<file path="config.mk">
export PLATFORM = sky130hd
export DESIGN_NAME = pipe_hazard_ctrl
export DESIGN_NICKNAME = d
export VERILOG_FILES = /design/src/rtl/pipe_hazard_ctrl_pkg.sv /design/src/rtl/pipe_hazard_ctrl_sat_counter.sv /design/src/rtl/pipe_hazard_ctrl.sv
export SDC_FILE = /design/constraint.sdc
export NUM_CORES = 1
export LEC_CHECK = 0
export ABC_AREA = 1
export CAP_MARGIN = 15
export CORE_MARGIN = 5
export CORE_UTILIZATION = 54
export CTS_BUF_LIST = sky130_fd_sc_hd__clkbuf_16
export DETAILED_ROUTE_END_ITERATION = 10
export PLACE_DENSITY_LB_ADDON = 0.12
export SLEW_MARGIN = 40
export SYNTH_ARGS = -nofsm -noshare
export SYNTH_HDL_FRONTEND = slang
export SYNTH_SLANG_ARGS = --single-unit
</file>
<file path="constraint.sdc">
create_clock -name clk -period 3 [get_ports clk]
set_input_delay 0.6 -clock clk [delete_from_list [all_inputs] [get_ports clk]]
set_output_delay 0.6 -clock clk [all_outputs]
set_load 0.02 [all_outputs]
</file>
<file path="src/rtl/pipe_hazard_ctrl_pkg.sv">
// Shared definitions for the ARM pipeline control slice: the FSM state
// encoding, the register-index width and the default counter width.
package arm_pkg;

   localparam int unsigned REG_IDX_W = 4;
   localparam int unsigned CNT_W_DEF = 16;

   typedef enum logic {
      RUN      = 1'b0,
      MEM_WAIT = 1'b1
   } pipe_state_t;

endpackage

</file>
<file path="src/rtl/pipe_hazard_ctrl_sat_counter.sv">
// Saturating up-counter with a synchronous clear. The clear takes priority
// over the increment.
module sat_counter #(
   parameter int unsigned W = 16
) (
   input  logic         clk,
   input  logic         clr,
   input  logic         inc,
   output logic [W-1:0] count
);

   logic [W-1:0] r_count;

   // Count up on inc and hold at all-ones; clear wins over the increment.
   always_ff @(posedge clk) begin
      if (clr)
         r_count <= '0;
      else if (inc && (r_count != '1))
         r_count <= r_count + 1'b1;
   end

   assign count = r_count;

endmodule

</file>
<file path="src/rtl/pipe_hazard_ctrl.sv">
// Pipeline sequencing controller: owns the en/clr strobes of the IF/ID,
// ID/EXE, EXE/MEM and MEM/WB registers. It freezes the pipe while data
// memory is not ready, flushes the front end on taken branches and inserts
// bubbles on read-after-write hazards.
// Optional feature macro: PIPE_FORWARDING_EN (operand forwarding present,
// so only load-use in EXE stalls).
module pipe_hazard_ctrl
   import arm_pkg::*;
#(
   parameter int unsigned MEM_TIMEOUT = 255,
   parameter int unsigned CNT_W       = CNT_W_DEF
) (
   input  logic                 clk,
   input  logic                 rst,
   input  logic                 id_valid,
   input  logic [REG_IDX_W-1:0] src1,
   input  logic [REG_IDX_W-1:0] src2,
   input  logic                 two_src,
   input  logic [REG_IDX_W-1:0] exe_dest,
   input  logic                 exe_wb_en,
   input  logic                 exe_mem_r_en,
   input  logic [REG_IDX_W-1:0] mem_dest,
   input  logic                 mem_wb_en,
   input  logic                 branch_taken,
   input  logic                 mem_req,
   input  logic                 mem_ready,
   output logic                 if_en,
   output logic                 if_clr,
   output logic                 id_en,
   output logic                 id_clr,
   output logic                 exe_en,
   output logic                 mem_en,
   output logic                 mem_err,
   output logic [CNT_W-1:0]     stall_cnt,
   output logic [CNT_W-1:0]     flush_cnt
);

   localparam logic [15:0] TMO_LAST = 16'(MEM_TIMEOUT - 1);

   pipe_state_t r_state, w_next_state;
   logic [15:0] r_tmo, w_tmo_next;
   logic        r_mem_err;
   logic        w_err_set;
   logic        w_wait;
   logic        w_exe_match, w_mem_match, w_hazard;
   logic        w_stall_inc, w_flush_inc;
   logic        w_unused_ok;

   // A source matches a producer when src1 equals it, or src2 does and is read.
   assign w_exe_match = (exe_dest == src1) || (two_src && (exe_dest == src2));
   assign w_mem_match = (mem_dest == src1) || (two_src && (mem_dest == src2));

`ifdef PIPE_FORWARDING_EN
   assign w_hazard    = id_valid && exe_mem_r_en && exe_wb_en && w_exe_match;
   assign w_unused_ok = &{1'b0, mem_wb_en, w_mem_match};
`else
   assign w_hazard    = id_valid && ((exe_wb_en && w_exe_match) ||
                                     (mem_wb_en && w_mem_match));
   assign w_unused_ok = &{1'b0, exe_mem_r_en};
`endif

   assign w_wait = ((r_state == RUN) && mem_req && !mem_ready) ||
                   ((r_state == MEM_WAIT) && !mem_ready);

   // Next state, timeout tracking and strobes by priority:
   // reset, memory wait, branch flush, data hazard, normal.
   always_comb begin
      w_next_state = r_state;
      w_tmo_next   = '0;
      w_err_set    = 1'b0;
      w_stall_inc  = 1'b0;
      w_flush_inc  = 1'b0;
      if_en        = 1'b1;
      if_clr       = 1'b0;
      id_en        = 1'b1;
      id_clr       = 1'b0;
      exe_en       = 1'b1;
      mem_en       = 1'b1;
      if (!rst) begin
         w_next_state = RUN;
         if_en        = 1'b0;
         id_en        = 1'b0;
         exe_en       = 1'b0;
         mem_en       = 1'b0;
         if_clr       = 1'b1;
         id_clr       = 1'b1;
      end else if (w_wait) begin
         if_en  = 1'b0;
         id_en  = 1'b0;
         exe_en = 1'b0;
         mem_en = 1'b0;
         if (r_state == RUN) begin
            w_next_state = MEM_WAIT;
         end else if (r_tmo == TMO_LAST) begin
            // Last permitted wait cycle: abandon the access and flag it.
            w_err_set    = 1'b1;
            w_next_state = RUN;
         end else begin
            w_tmo_next = r_tmo + 16'd1;
         end
      end else begin
         // Not waiting (including the MEM_WAIT exit cycle): behave as RUN.
         w_next_state = RUN;
         if (branch_taken) begin
            if_clr      = 1'b1;
            id_clr      = 1'b1;
            w_flush_inc = 1'b1;
         end else if (w_hazard) begin
            if_en       = 1'b0;
            id_clr      = 1'b1;
            w_stall_inc = 1'b1;
         end
      end
   end

   // State, timeout counter and sticky error flag.
   always_ff @(posedge clk) begin
      if (!rst) begin
         r_state   <= RUN;
         r_tmo     <= '0;
         r_mem_err <= 1'b0;
      end else begin
         r_state <= w_next_state;
         r_tmo   <= w_tmo_next;
         if (w_err_set)
            r_mem_err <= 1'b1;
      end
   end

   assign mem_err = r_mem_err;

   sat_counter #(.W(CNT_W)) u_stall_cnt (
      .clk   (clk),
      .clr   (!rst),
      .inc   (w_stall_inc),
      .count (stall_cnt)
   );

   sat_counter #(.W(CNT_W)) u_flush_cnt (
      .clk   (clk),
      .clr   (!rst),
      .inc   (w_flush_inc),
      .count (flush_cnt)
   );

endmodule

</file>
; Word-level counts from Yosys, hierarchy flattened
; Index checks and enable logic that the tools add are counted.
[classes]
addsub = 3
n_eq_ne = 7
n_mux = 23
bitwise_logic = 3
reduce_logical = 17
[op_table]
columns = cell, count
row1 = $add 16x1->16 const B, 3
row2 = $ne 16x16->1 const B, 2
row3 = $mux 1, 23
row4 = $eq 16x8->1 const B, 1
row5 = $eq 4x4->1, 4
row6 = $logic_and 1x1->1, 10
row7 = $logic_or 1x1->1, 4
row8 = $reduce_or 4->1, 1
row9 = $not 1->1, 3
row10 = $reduce_and 2->1, 1
row11 = $logic_not 1->1, 1
[totals]
reg_bits = 50
inputBits = 26
output_inout_bits = 39

; Longest topological paths before layout
; Gate-level depths: netlist of run 1.
[logic_depth]
ltp_word = 11
depth_mapped = 14

; Cells and area by module
; Synthesis of run 1 repeated with hierarchy kept, for this count alone.
[unflattened]
cells_unflattened = 501
hier_area_um2 = 3161.8
[modules_own_cells]
columns = module, instances, cells_each, area_per_inst_um2
row1 = sat_counter, 2, 149, 929.6
row2 = pipe_hazard_ctrl, 1, 203, 1302.5

; Worst setup path after synthesis of run 1
; No wires, ideal clock.
[synth_path]
path_type = input port to flip-flop
from = input port rst
to = register u_stall_cnt.r_count[13] (netlist: u_stall_cnt.count[13])
arrival_time_ps = 1896
setup_slack_ps = 1040
cell_stages = 11
path_buffers = 3
cell_sequence = buf_2 > inv_2 > nor2_2 > inv_1 > nor2_1 > clkinv_1 > nor2_2 > buf_6 > buf_6 > a21oi_1 > nor2_1
[synth_between]
elab_chain_len = 2
[synth_rtl]
columns = element, line_no
row1 = from (decl), pipe_hazard_ctrl.sv:14  ; input logic rst,
row2 = $mux 1, pipe_hazard_ctrl.sv:79  ; if (!rst) begin
row3 = $logic_and 1x1->1, pipe_hazard_ctrl_sat_counter.sv:18  ; else if (inc && (r_count != '1))
row4 = to (signal assigned), pipe_hazard_ctrl_sat_counter.sv:19  ; r_count <= r_count + 1'b1;
row5 = to (decl), pipe_hazard_ctrl_sat_counter.sv:12  ; logic [W-1:0] r_count;
; Several ways; a longest one is shown, not always the timed one.
; A chain may end at the register's enable or synchronous reset.

; Worst setup path in the final report of run 1
[layout_path]
from = input port src1[0]
to = output port id_clr
[layout_between]
elab_chain_len = 9
word_cells_on_any_way = 12
cone_classes = eq/ne (2) / mux (4) / reduce/logical (6)
[layout_rtl]
columns = element, line_no
row1 = from (decl), pipe_hazard_ctrl.sv:16  ; input logic [REG_IDX_W-1:0] src1,
row2 = $eq 4x4->1 (on tied branches), "pipe_hazard_ctrl.sv:50, pipe_hazard_ctrl.sv:51"
row3 = $logic_or 1x1->1 (on tied branches), "pipe_hazard_ctrl.sv:50, pipe_hazard_ctrl.sv:51"
row4 = $logic_and 1x1->1 (on tied branches), "pipe_hazard_ctrl.sv:57, pipe_hazard_ctrl.sv:58"
row5 = $logic_or 1x1->1 *, pipe_hazard_ctrl.sv:57  ; assign w_hazard = id_valid && ((exe_wb_en && w_exe_match) ||
row6 = $logic_and 1x1->1 *, pipe_hazard_ctrl.sv:57
row7 = $mux 1 *, pipe_hazard_ctrl.sv:108  ; end else if (w_hazard) begin
row8 = $mux 1 *, pipe_hazard_ctrl.sv:104  ; if (branch_taken) begin
row9 = $mux 1 *, pipe_hazard_ctrl.sv:87  ; end else if (w_wait) begin
row10 = $mux 1 *, pipe_hazard_ctrl.sv:79
row11 = to (decl), pipe_hazard_ctrl.sv:30  ; output logic id_clr,
; Every way passes the cells marked *; elsewhere a longest branch is shown, timed or not.

==> reports/qor.csv, run 1 <==
stage;metric;value;unit
run_status;outcome;complete, no violations;
die;Die X;81.7;um
die;standard-cell row count;26;
synthesis;Cell Area, Synth;0.00278;mm^2
timing;post-layout min period;2.83;ns
critical_path;crit path max-delay cell type;clkdlybuf4s50_1;
critical_path;peak fanout along the critical path;3;
finish;antenna diode instance count;0;
synthesis;library cell with the largest summed area after synthesis;dfxtp_1;
placed_design;IO buf count;63;
finish;count of nets after finishing;521;
clock_network;clock insertion delay at the later pin of the skew report;0.29;ns
global_routing;maximum number of pins on one net before global-route repair;30;
timing;setup repair after global routing missed its margin;no;
power;Cell Pwr Density;376;mW/mm^2
timing;Least-Margin Pin Slew;0.458;ns
timing;worst clock skew on the final layout;0.00632;ns
global_routing;all-layer global routing usage;19.9;%
synthesis;most area-consuming cells after synthesis;dfxtp_1 (36%), nand2_1 (13%), nor2_1 (9.6%);
critical_path;timing startpoint of the critical path;src1[0];
clock_network;number of levels in the clock H-tree;2;
global_routing;initial antenna violation count;0;
synthesis;fraction of registers with async set/reset;0;%
global_routing;wire length of the first global-routing pass;10.6;mm
placed_design;detailed-placement wirelength estimate;4.79;mm
power;total power after layout;1.36;mW
finish;Post-Layout Inst Area;0.00362;mm^2
timing;worst relative slew slack;69.2;%
clock_network;clock root buffer;clkbuf_16;
global_routing;total global routing overflow;0;
route;Starting DRT DRC Count;161;
clock_network;maximum clock path buffer count;2;
power;switching power;0.318;mW
critical_path;launching element type of the critical path;input pin;
placed_design;GP Congestion;0.781;
power;leakage power total;1.45;nW
synthesis;post-synthesis cell count;425;
route;number of nets with antenna violations after routing;0;
timing;setup violators final;0;
critical_path;category of cells accounting for the largest share of critical-path delay;buffers and inverters;
critical_path;worst setup path category;in -> out;
synthesis;top cell type's share of synthesized area;36.0;%
placed_design;area of placed instances;0.00348;mm^2
synthesis;number of flops mapped to enable cells by yosys;0;
synthesis;average size of a mapped cell;6.54;um^2
hold_path;worst hold start;mem_err;
synthesis;Ys Warns;0;
power;P_int;1.04;mW
finish;number of fill cells;432;
timing;max-slew violations;0;
clock_network;number of CTS-inserted buffers;5;
die;full die area;0.00668;mm^2
finish;fraction of layout cells with a size suffix above 1;7.72;%
critical_path;critical-path cell list;clkdlybuf4s50_1 -> inv_1 -> nand2_1 -> nand2_1 -> a21oi_1 -> nand2_1 -> nand2_1 -> nand2_1 -> nand2_1 -> a31o_2 -> dlygate4sd2_1;
critical_path;required time at the worst-slack endpoint;2.40;ns
critical_path;cell seen most often among critical-path stages;nand2_1;
synthesis;flip-flop cell with the highest count after synthesis;dfxtp_1;
route;routed len/inst;11.0;um
die;Initial Util;55.1;%
timing;final cycle utilization of the critical path;94.2;%
finish;multi-input gate area in the final layout;0.00146;mm^2
clock_network;post-CTS setup buffer count;0;
synthesis;most common cell in the synthesized netlist;nand2_1;
power;logic gate share of total power;10.4;%
finish;post-route non-filler standard cell count;562;
synthesis;Synth Net Count;455;
clock_network;clk sink count;50;
power;proportion of total power due to net switching;23.4;%
timing;total count of hold-check failures in the final report;0;
clock_network;CTS clk-pin slew, worst paths;0.06;ns
job;Max-cap violations;0;
synthesis;total of flip-flops plus latches after synthesis;50;
critical_path;biggest cell delay along the critical path;0.51;ns
synthesis;synth cell count leaders;nand2_1 (93), nor2_1 (71), inv_1 (57), dfxtp_1 (50), nand3_1 (28);
critical_path;Critical Path Sink Type;output pin;
power;share of power burned in the clock network;40.2;%
synthesis;Cell variety after synth;33;
die;Die Span Y;81.7;um
critical_path;beginning of the worst register-to-register path;u_stall_cnt.count[0];
hold_path;worst hold path class;reg -> reg;
critical_path;combined buffer and inverter count along the critical path;3;
power;part of the total power dissipated in sequential elements;49.4;%
placed_design;placed cell count;554;
timing;Highest Clock Rate;354;MHz
route;routed wire length;6.18;mm
clock_network;TritonCTS clock tree;done;
finish;Synth-to-Final Area Change;30.2;%
route;DRT Pass-1 Iters;4;
die;total core area;0.00504;mm^2
route;total DRC errors in the routed layout;0;
route;average via count per standard cell;4.92;
global_routing;vias in the first global route;2507;
route;total number of vias;2766;
synthesis;sequential fraction of the synthesis area;36.0;%
power;IR Drop Worst-Case VDD;0.000233;V
die;Top-Level Pins;65;
critical_path;Arrival @ worst endpoint;2.23;ns
finish;register area;0.00100;mm^2
[worst paths after layout]
path / endpoint / slack (ns) / cells after the start
worst min register to register: mem_err / 0.46 / 2
worst max-delay path: id_clr / 0.17 / 11
worst min-delay path: mem_err / 0.46 / 2
worst max register to register: u_stall_cnt.count[6] / 1.00 / 14
[through the flow]
| step | TNS, ns | util, % | hold WS [ns] | worst slack [ns] |
|---|---|---|---|---|
| finish | 0 | 71.7 | 0.464 | 0.173 |
| global route | 0 | 71.7 | 0.506 | 0.0763 |
| CTS | 0 | 71.7 | 0.468 | 0.171 |
| detailed placement | -0.136 | 68.9 | 0.453 | -0.0912 |
| global placement | -0.0922 | 68.9 | 0.434 | -0.0690 |
| floorplan | 0 | - | 0.430 | 1.04 |
[sequential cells by signal (all words and copies together) (netlist names)]
name	count
mem_err	1
r_tmo	16
u_flush_cnt.count	16
r_state	1
u_stall_cnt.count	16
[power by group through the flow]
stage | clock [mW] | sequential (mW) | combinational [mW]
floorplan | 0 | 0.689 | 0.0705
global placement | 0 | 0.686 | 0.141
detailed placement | 0 | 0.686 | 0.143
CTS | 0.559 | 0.671 | 0.143
global route | 0.597 | 0.671 | 0.157
finish | 0.547 | 0.671 | 0.142
[tightest hold or removal path: stages (launching register included)]
cell and delay [ns]:
dfxtp_1 0.33, nand2_1 0.05, o21ai_0 0.06
[layout by cell type (no fill, tap or decap), types with 2 or more instances in the layout]
master	count
nor3b_1	2
xor2_1	10
nor2_2	3
nor2_1	71
o21ai_1	3
a21oi_2	3
inv_2	9
nand3b_1	2
xnor2_1	4
a21oi_1	25
nand4_1	12
dlygate4sd2_1	2
o21a_1	3
o21ai_0	13
nand2_1	93
nand3_1	28
clkdlybuf4s50_1	61
ha_1	4
nor3_1	7
nand2_2	3
inv_1	58
dfxtp_1	50
buf_4	6
nor2_4	2
nor4_1	3
nor3_2	2
clkbuf_16	5
[per-layer routing]
metal  global-route usage, %  up-vias  share of wire, %
met3                    3.84        6               4.7
met1                    23.0     1215                43
met5                       0        -                 0
met2                    36.6       65                51
li1                        -     1480                 -
met4                    5.98        0               1.1
[layout make-up]
type / instances / share of cell area [%]
clock buffer: 5 / 3.46
clock inverter: 3 / 0.484
inverter: 67 / 6.96
multi-input combinational: 298 / 40.4
sequential: 50 / 27.7
tap: 70 / 2.42
timing repair buffer: 69 / 18.6
[cell families (layout without fill, tap and decap cells)]
logic type	after synthesis	after routing	synth area share, %
AO/OA/AOI/OAI	49	49	9.73
XOR/XNOR	14	14	4.41
adder cells (fa/ha/maj)	4	4	1.80
buffers and inverters	77	144	11.4
flip-flops	50	50	36.0
AND/OR/NAND/NOR	231	231	36.6
[repair_timing]
item | 4_1_cts | 5_1_grt
resized for setup | 2 | 0
hold buffers | 0 | 0
setup endpoints to repair | 2 | 0
endpoints found under the hold margin | 0 | 0
No activity file was read; power rests on OpenSTA's default activity.
==> run 2: changes to the inputs <==
Settings changed: HOLD_SLACK_MARGIN from default to 0.02.
==> results of run 2 <==
No change in the layout: final DEF, timing and power equal those of run 1.
